`config.mk`:
```
export PLATFORM = sky130hd
export DESIGN_NAME = mem_port_arbiter_flat
export DESIGN_NICKNAME = d
export VERILOG_FILES = /design/src/rtl/mem_arb_pkg.sv /design/src/rtl/mem_port_arbiter_if.sv /design/src/rtl/arb_pick.sv /design/src/rtl/mem_port_arbiter.sv /design/src/flat_wrapper.sv
export SDC_FILE = /design/constraint.sdc
export NUM_CORES = 1
export LEC_CHECK = 0
export CORE_UTILIZATION = 40
export DETAILED_ROUTE_END_ITERATION = 10
export GPL_TIMING_DRIVEN = 1
export PLACE_DENSITY = 0.81
export RECOVER_POWER = 100
export SYNTH_ARGS = -nofsm -noshare
export SYNTH_HDL_FRONTEND = slang
export SYNTH_HIERARCHICAL = 1
export SYNTH_SLANG_ARGS = --single-unit
```
`constraint.sdc`:
```
create_clock -name clk -period 1.9 [get_ports clk]
set_input_delay 0.19 -clock clk [delete_from_list [all_inputs] [get_ports clk]]
set_output_delay 0.19 -clock clk [all_outputs]
set_load 0.02 [all_outputs]
```
`src/rtl/mem_arb_pkg.sv`:
```
// Shared types and constants for the ARC main-memory port arbiter.
package mem_arb_pkg;

    typedef enum logic [1:0] {
        ST_IDLE  = 2'd0,
        ST_ISSUE = 2'd1,
        ST_RESP  = 2'd2
    } state_t;

    typedef enum logic {
        PORT_IF = 1'b0,
        PORT_D  = 1'b1
    } port_t;

    localparam int unsigned USER_BASE_DEFAULT = 2048;

endpackage

```
`src/rtl/mem_port_arbiter_if.sv`:
```
// Requester and memory-side signal bundle for mem_port_arbiter.
interface mem_port_arbiter_if #(
    parameter int unsigned ADDR_W = 32,
    parameter int unsigned DATA_W = 32
);
    logic              if_req;
    logic [ADDR_W-1:0] if_addr;
    logic              if_ack;
    logic [DATA_W-1:0] if_rdata;
    logic              d_req;
    logic              d_we;
    logic [ADDR_W-1:0] d_addr;
    logic [DATA_W-1:0] d_wdata;
    logic              d_ack;
    logic [DATA_W-1:0] d_rdata;
    logic              d_err;
    logic [ADDR_W-1:0] mem_addr;
    logic [DATA_W-1:0] mem_wdata;
    logic              mem_rd;
    logic              mem_wr;
    logic [DATA_W-1:0] mem_rdata;
    logic              busy;

    modport slave (
        input  if_req, if_addr, d_req, d_we, d_addr, d_wdata, mem_rdata,
        output if_ack, if_rdata, d_ack, d_rdata, d_err,
               mem_addr, mem_wdata, mem_rd, mem_wr, busy
    );

    modport master (
        output if_req, if_addr, d_req, d_we, d_addr, d_wdata, mem_rdata,
        input  if_ack, if_rdata, d_ack, d_rdata, d_err,
               mem_addr, mem_wdata, mem_rd, mem_wr, busy
    );
endinterface

```
`src/rtl/arb_pick.sv`:
```
// Winner selection between fetch and data ports.
// MEM_ARB_RR_EN: round-robin with a last_grant register; otherwise data wins.
module arb_pick
    import mem_arb_pkg::*;
(
    input  logic  clk,
    input  logic  rst,
    input  logic  i_elig_if,
    input  logic  i_elig_d,
    input  logic  i_grant,
    output logic  o_valid_c,
    output port_t o_port_c
);

    assign o_valid_c = i_elig_if | i_elig_d;

`ifdef MEM_ARB_RR_EN
    port_t r_last_grant;

    // Starts at fetch so the first conflict goes to the data port.
    always_ff @(posedge clk) begin
        if (rst) begin
            r_last_grant <= PORT_IF;
        end else if (i_grant) begin
            r_last_grant <= o_port_c;
        end
    end

    always_comb begin
        o_port_c = PORT_IF;
        if (i_elig_if && i_elig_d) begin
            o_port_c = (r_last_grant == PORT_IF) ? PORT_D : PORT_IF;
        end else if (i_elig_d) begin
            o_port_c = PORT_D;
        end
    end
`else
    logic w_unused;
    assign w_unused = ^{clk, rst, i_grant};
    assign o_port_c = i_elig_d ? PORT_D : PORT_IF;
`endif

endmodule

```
`src/rtl/mem_port_arbiter.sv`:
```
// Shares the single-ported ARC main memory between fetch and load/store units.
// Arbitration mode selected by MEM_ARB_RR_EN (see arb_pick).
module mem_port_arbiter
    import mem_arb_pkg::*;
#(
    parameter int unsigned ADDR_W    = 32,
    parameter int unsigned DATA_W    = 32,
    parameter int unsigned USER_BASE = USER_BASE_DEFAULT
) (
    input  logic               clk,
    input  logic               rst,
    mem_port_arbiter_if.slave  bus
);

    state_t            r_state;
    state_t            w_state_nxt;
    port_t             r_port;
    port_t             w_pick_port;
    logic              w_pick_valid;
    logic              w_elig_if;
    logic              w_elig_d;
    logic              w_sel_we;
    logic              w_sel_prot;
    logic [ADDR_W-1:0] w_sel_addr;

    logic              r_we;
    logic              r_prot;
    logic [ADDR_W-1:0] r_mem_addr;
    logic [DATA_W-1:0] r_mem_wdata;
    logic [DATA_W-1:0] r_if_rdata;
    logic [DATA_W-1:0] r_d_rdata;
    logic              r_mem_rd;
    logic              r_mem_wr;
    logic              r_if_ack;
    logic              r_d_ack;
    logic              r_d_err;

    logic              w_load;
    logic              w_cap_if;
    logic              w_cap_d;
    logic              w_mem_rd_nxt;
    logic              w_mem_wr_nxt;
    logic              w_if_ack_nxt;
    logic              w_d_ack_nxt;
    logic              w_d_err_nxt;

    // A port is not eligible during its own ack cycle.
    assign w_elig_if = bus.if_req & ~r_if_ack;
    assign w_elig_d  = bus.d_req  & ~r_d_ack;

    arb_pick u_arb_pick (
        .clk       (clk),
        .rst       (rst),
        .i_elig_if (w_elig_if),
        .i_elig_d  (w_elig_d),
        .i_grant   (w_load),
        .o_valid_c (w_pick_valid),
        .o_port_c  (w_pick_port)
    );

    assign w_sel_we   = (w_pick_port == PORT_D) & bus.d_we;
    assign w_sel_addr = (w_pick_port == PORT_D) ? bus.d_addr : bus.if_addr;
    assign w_sel_prot = w_sel_we & (bus.d_addr < ADDR_W'(USER_BASE));

    always_ff @(posedge clk) begin
        if (rst) begin
            r_state <= ST_IDLE;
        end else begin
            r_state <= w_state_nxt;
        end
    end

    always_comb begin
        w_state_nxt = r_state;
        case (r_state)
            ST_IDLE:  if (w_pick_valid) w_state_nxt = ST_ISSUE;
            ST_ISSUE: w_state_nxt = ST_RESP;
            ST_RESP:  w_state_nxt = ST_IDLE;
            default:  w_state_nxt = ST_IDLE;
        endcase
    end

    // Next values of the registered strobes, acks and capture enables.
    always_comb begin
        w_load       = 1'b0;
        w_cap_if     = 1'b0;
        w_cap_d      = 1'b0;
        w_mem_rd_nxt = 1'b0;
        w_mem_wr_nxt = 1'b0;
        w_if_ack_nxt = 1'b0;
        w_d_ack_nxt  = 1'b0;
        w_d_err_nxt  = 1'b0;
        case (r_state)
            ST_IDLE: begin
                if (w_pick_valid) begin
                    w_load       = 1'b1;
                    w_mem_rd_nxt = ~w_sel_we;
                    w_mem_wr_nxt = w_sel_we & ~w_sel_prot;
                end
            end
            ST_RESP: begin
                if (r_port == PORT_IF) begin
                    w_if_ack_nxt = 1'b1;
                    w_cap_if     = 1'b1;
                end else begin
                    w_d_ack_nxt  = 1'b1;
                    w_d_err_nxt  = r_prot;
                    w_cap_d      = ~r_we;
                end
            end
            default: ;
        endcase
    end

    always_ff @(posedge clk) begin
        if (rst) begin
            r_mem_rd    <= 1'b0;
            r_mem_wr    <= 1'b0;
            r_if_ack    <= 1'b0;
            r_d_ack     <= 1'b0;
            r_d_err     <= 1'b0;
            r_we        <= 1'b0;
            r_prot      <= 1'b0;
            r_port      <= PORT_IF;
            r_mem_addr  <= '0;
            r_mem_wdata <= '0;
            r_if_rdata  <= '0;
            r_d_rdata   <= '0;
        end else begin
            r_mem_rd <= w_mem_rd_nxt;
            r_mem_wr <= w_mem_wr_nxt;
            r_if_ack <= w_if_ack_nxt;
            r_d_ack  <= w_d_ack_nxt;
            r_d_err  <= w_d_err_nxt;
            if (w_load) begin
                r_mem_addr <= w_sel_addr;
                r_we       <= w_sel_we;
                r_prot     <= w_sel_prot;
                r_port     <= w_pick_port;
                if (w_pick_port == PORT_D) begin
                    r_mem_wdata <= bus.d_wdata;
                end
            end
            if (w_cap_if) r_if_rdata <= bus.mem_rdata;
            if (w_cap_d)  r_d_rdata  <= bus.mem_rdata;
        end
    end

    assign bus.if_ack    = r_if_ack;
    assign bus.if_rdata  = r_if_rdata;
    assign bus.d_ack     = r_d_ack;
    assign bus.d_rdata   = r_d_rdata;
    assign bus.d_err     = r_d_err;
    assign bus.mem_addr  = r_mem_addr;
    assign bus.mem_wdata = r_mem_wdata;
    assign bus.mem_rd    = r_mem_rd;
    assign bus.mem_wr    = r_mem_wr;
    assign bus.busy      = (r_state != ST_IDLE);

endmodule

```
`src/flat_wrapper.sv`:
```
// flat-port wrapper written by rule: the top's interface ports become plain ports
module mem_port_arbiter_flat import mem_arb_pkg::*;
#(
    parameter int unsigned ADDR_W    = 32,
    parameter int unsigned DATA_W    = 32,
    parameter int unsigned USER_BASE = USER_BASE_DEFAULT
)
  (clk, rst, bus_if_req, bus_if_addr, bus_d_req, bus_d_we, bus_d_addr, bus_d_wdata, bus_mem_rdata, bus_if_ack, bus_if_rdata, bus_d_ack, bus_d_rdata, bus_d_err, bus_mem_addr, bus_mem_wdata, bus_mem_rd, bus_mem_wr, bus_busy);
  mem_port_arbiter_if #(.ADDR_W(ADDR_W), .DATA_W(DATA_W)) bus_i ();
  input  logic clk;
  input  logic rst;
  input wire logic [$bits(bus_i.if_req)-1:0] bus_if_req;
  input wire logic [$bits(bus_i.if_addr)-1:0] bus_if_addr;
  input wire logic [$bits(bus_i.d_req)-1:0] bus_d_req;
  input wire logic [$bits(bus_i.d_we)-1:0] bus_d_we;
  input wire logic [$bits(bus_i.d_addr)-1:0] bus_d_addr;
  input wire logic [$bits(bus_i.d_wdata)-1:0] bus_d_wdata;
  input wire logic [$bits(bus_i.mem_rdata)-1:0] bus_mem_rdata;
  output wire logic [$bits(bus_i.if_ack)-1:0] bus_if_ack;
  output wire logic [$bits(bus_i.if_rdata)-1:0] bus_if_rdata;
  output wire logic [$bits(bus_i.d_ack)-1:0] bus_d_ack;
  output wire logic [$bits(bus_i.d_rdata)-1:0] bus_d_rdata;
  output wire logic [$bits(bus_i.d_err)-1:0] bus_d_err;
  output wire logic [$bits(bus_i.mem_addr)-1:0] bus_mem_addr;
  output wire logic [$bits(bus_i.mem_wdata)-1:0] bus_mem_wdata;
  output wire logic [$bits(bus_i.mem_rd)-1:0] bus_mem_rd;
  output wire logic [$bits(bus_i.mem_wr)-1:0] bus_mem_wr;
  output wire logic [$bits(bus_i.busy)-1:0] bus_busy;
  assign bus_i.if_req = bus_if_req;
  assign bus_i.if_addr = bus_if_addr;
  assign bus_i.d_req = bus_d_req;
  assign bus_i.d_we = bus_d_we;
  assign bus_i.d_addr = bus_d_addr;
  assign bus_i.d_wdata = bus_d_wdata;
  assign bus_i.mem_rdata = bus_mem_rdata;
  assign bus_if_ack = bus_i.if_ack;
  assign bus_if_rdata = bus_i.if_rdata;
  assign bus_d_ack = bus_i.d_ack;
  assign bus_d_rdata = bus_i.d_rdata;
  assign bus_d_err = bus_i.d_err;
  assign bus_mem_addr = bus_i.mem_addr;
  assign bus_mem_wdata = bus_i.mem_wdata;
  assign bus_mem_rd = bus_i.mem_rd;
  assign bus_mem_wr = bus_i.mem_wr;
  assign bus_busy = bus_i.busy;
  mem_port_arbiter #(.ADDR_W(ADDR_W), .DATA_W(DATA_W), .USER_BASE(USER_BASE)) u_core (.clk(clk), .rst(rst), .bus(bus_i));
endmodule
```
==> impl_metrics.json <==
{
  "crit_fanout": 10,
  "n_antenna_cell": 0,
  "gr-total-overflow": 0,
  "drive_gt1_frac": 0.0664,
  "crit_end": "bus_busy",
  "register_area_um2": 2770,
  "ys_types": 32,
  "maxCapViolCount": 0,
  "placed_cell_area_um2": 8060,
  "die_x_um": 116,
  "clkLatencyLatePin_ns": 0.42,
  "portBuffers": 266,
  "finalSetupViolations": 0,
  "nets": 993,
  "period_share": 0.966,
  "antenna_found_initial": 0,
  "max_freq_mhz": 545,
  "wire_per_inst_um": 14.2,
  "grt_pass1_wl_mm": 22.9,
  "via_count": 5028,
  "start_util": 0.411,
  "grt_max_degree": 59,
  "hpwl_mm": 10.8,
  "finalHoldViolations": 0,
  "hold_class": "in2reg",
  "ioPinCount": 267,
  "drt_iter0_markers": 328,
  "utilization": 0.682,
  "core_area_um2": 12700,
  "cp_data_required_time_ns": 1.71,
  "r2r_cells": 7,
  "fin_area_um2": 8640,
  "cts_setup_buffers": 0,
  "drv_slew": 0,
  "r2r_start": "u_core/bus.d_ack$_SDFF_PP0_",
  "synth-seq-cells": 138,
  "startpoint": "u_core/r_state[1]$_SDFFE_PP0P_",
  "ir_drop_mv": 0.561,
  "gp_congestion": 0.800,
  "max_slew_margin": 0.523,
  "status": "finished clean",
  "avgSynthCellArea_um2": 8.57,
  "drc": 0,
  "min_from": "rst",
  "track_usage": 0.225,
  "clock-sinks": 138,
  "die-area_um2": 13500,
  "htreeDepth": 4,
  "leakage_nw": 3.55,
  "syn-num-nets": 740,
  "multi_input_area_um2": 2150,
  "area_delta_synth_final_pct": 66.0,
  "first_global_vias": 4598,
  "rsz0062_at_grt": "false",
  "worst_setup_path_start_kind": "flip-flop",
  "yosysWarnings": 6,
  "cts_buffer_depth": 2,
  "cts_resized": 2,
  "arrival_ns": 1.65,
  "whs_ns": 0.195,
  "crit_type": "reg2out",
  "reg2reg_setup_slack_ns": 0.12,
  "fillers": 1028,
  "netlist_area_um2": 5200,
  "end_kind": "primary output",
  "worstReg2RegEnd": "u_core/bus.mem_addr[27]$_SDFFE_PP0P_",
  "rows": 41,
  "synthCells": 607,
  "cts-buffers-inserted": 17,
  "power_mw": 7.82,
  "finClkSkew_ns": 0.00979,
  "totalWireLength_mm": 14.9,
  "clk_pin_slew_ns": 0.06,
  "min_period_ns": 1.84,
  "root_buffer": "clkbuf_16",
  "tightest_slew_ns": 0.716,
  "dieHeight_um": 116,
  "drtPass1Iterations": 4,
  "pwr_density_cell_nw_per_um2": 905,
  "vias_per_cell": 4.81,
  "ant_nets": 0,
  "cts_tree": "done",
  "seq_area_frac_synth": 0.531,
  "hold_buffers": 0
}
[cell usage in the layout, fill, tap and decap left out, types with 2 or more instances in the layout]
cell type        Yosys  layout
a21oi_1             98      98
clkdlybuf4s50_1      0     132
bufinv_16            0       3
clkinv_2             0       3
nor4_1               4       4
dfxtp_1            138     136
nand2_1            194     194
mux2i_1             32      32
buf_12               0       8
dfxtp_2              0       2
nand4bb_1            2       2
a211oi_1            33      33
clkbuf_16            0      17
buf_4                2       9
nor2_1              36      36
clkbuf_1            16       4
dlygate4sd3_1        0     133
clkbuf_8             0       4
[report_power, final]
group / switching (mW) / internal [mW] / total, mW
Clock: 1.16 / 2.20 / 3.36
Sequential: 0.0877 / 3.06 / 3.15
Combinational: 0.646 / 0.668 / 1.31
Total: 1.89 / 5.93 / 7.82
[synthesized netlist by cell type]
master,number,area share
nand2_1,194,0.14
nand3_1,1,0.00096
or3b_2,1,0.0017
buf_6,6,0.013
and2_1,1,0.0012
buf_2,24,0.023
a211oi_1,33,0.048
nor2_1,36,0.026
nor3_1,1,0.00096
a21oi_1,98,0.094
and4bb_2,1,0.0024
or2_1,1,0.0012
nor2b_1,2,0.0024
o21ba_4,1,0.0031
mux2i_1,32,0.062
or3b_4,1,0.0022
nor4_1,4,0.0048
nor3b_1,1,0.0014
nor3b_2,1,0.0024
or2_2,1,0.0012
dfxtp_1,138,0.53
nand4bb_1,2,0.0043
o32ai_2,1,0.0031
nand2b_1,1,0.0012
buf_4,2,0.0029
nor4bb_1,2,0.0038
clkbuf_1,16,0.012
buf_8,1,0.0029
nand4b_4,1,0.0046
inv_6,1,0.0017
buf_1,1,0.00072
nand4_1,1,0.0012
[through the flow]
stage | instances | setup slack, ns | setup TNS [ns]
after floorplan | 607 | 0.265 | 0
after global placement | 1013 | -0.107 | -2.89
after detailed placement | 1013 | -0.171 | -3.87
after CTS | 1045 | 0.0152 | 0
after global routing | 1045 | 0.0156 | 0
final | 1045 | 0.0645 | 0
[critical path, cell delays in order (launching register included)]
cell             delay, ns
dfxtp_2               0.36
or2_2                 0.30
clkdlybuf4s50_1       0.57
[flip-flops by register name, indices dropped and copies added (netlist names), 2 cells and up]
register	flops
u_core/bus.mem_wdata	32
u_core/bus.if_rdata	32
u_core/r_state	2
u_core/bus.mem_addr	32
u_core/bus.d_rdata	32
[logic make-up (layout without fill, tap and decap cells)]
kind of cell,count (synthesis),in the layout,share of synthesized area
flops,138,138,0.531
buf+inv,51,317,0.0558
compound gates,133,133,0.148
simple gates,253,253,0.204
mux,32,32,0.0615
[routing by layer]
layer | share of wire | global-route usage
met1 | 0.38 | 0.234
met2 | 0.51 | 0.396
met3 | 0.089 | 0.0962
met4 | 0.021 | 0.0983
met5 | 0 | 0
[area by class of cell]
| class | instances | area share |
|---|---|---|
| timing repair buffer | 284 | 0.334 |
| sequential | 138 | 0.320 |
| multi-input combinational | 418 | 0.249 |
| clock buffer | 25 | 0.0573 |
| tap | 172 | 0.0249 |
| clock inverter | 7 | 0.0130 |
| inverter | 1 | 0.00101 |
[how the worst min path moves through the flow]
stage	to	cells past startpoint
3_3_place_gp	u_core/bus.d_rdata[13]$_SDFFE_PP0P_	2
2_1_floorplan	u_core/bus.d_ack$_SDFF_PP0_	1
4_1_cts	u_core/bus.mem_wdata[27]$_SDFFE_PP0P_	2
5_1_grt	u_core/bus.mem_wdata[29]$_SDFFE_PP0P_	2
6_report	u_core/bus.mem_wdata[27]$_SDFFE_PP0P_	2
3_5_place_dp	u_core/bus.if_rdata[3]$_SDFFE_PP0P_	2
Note: power is estimated with default switching activity, not from simulation.
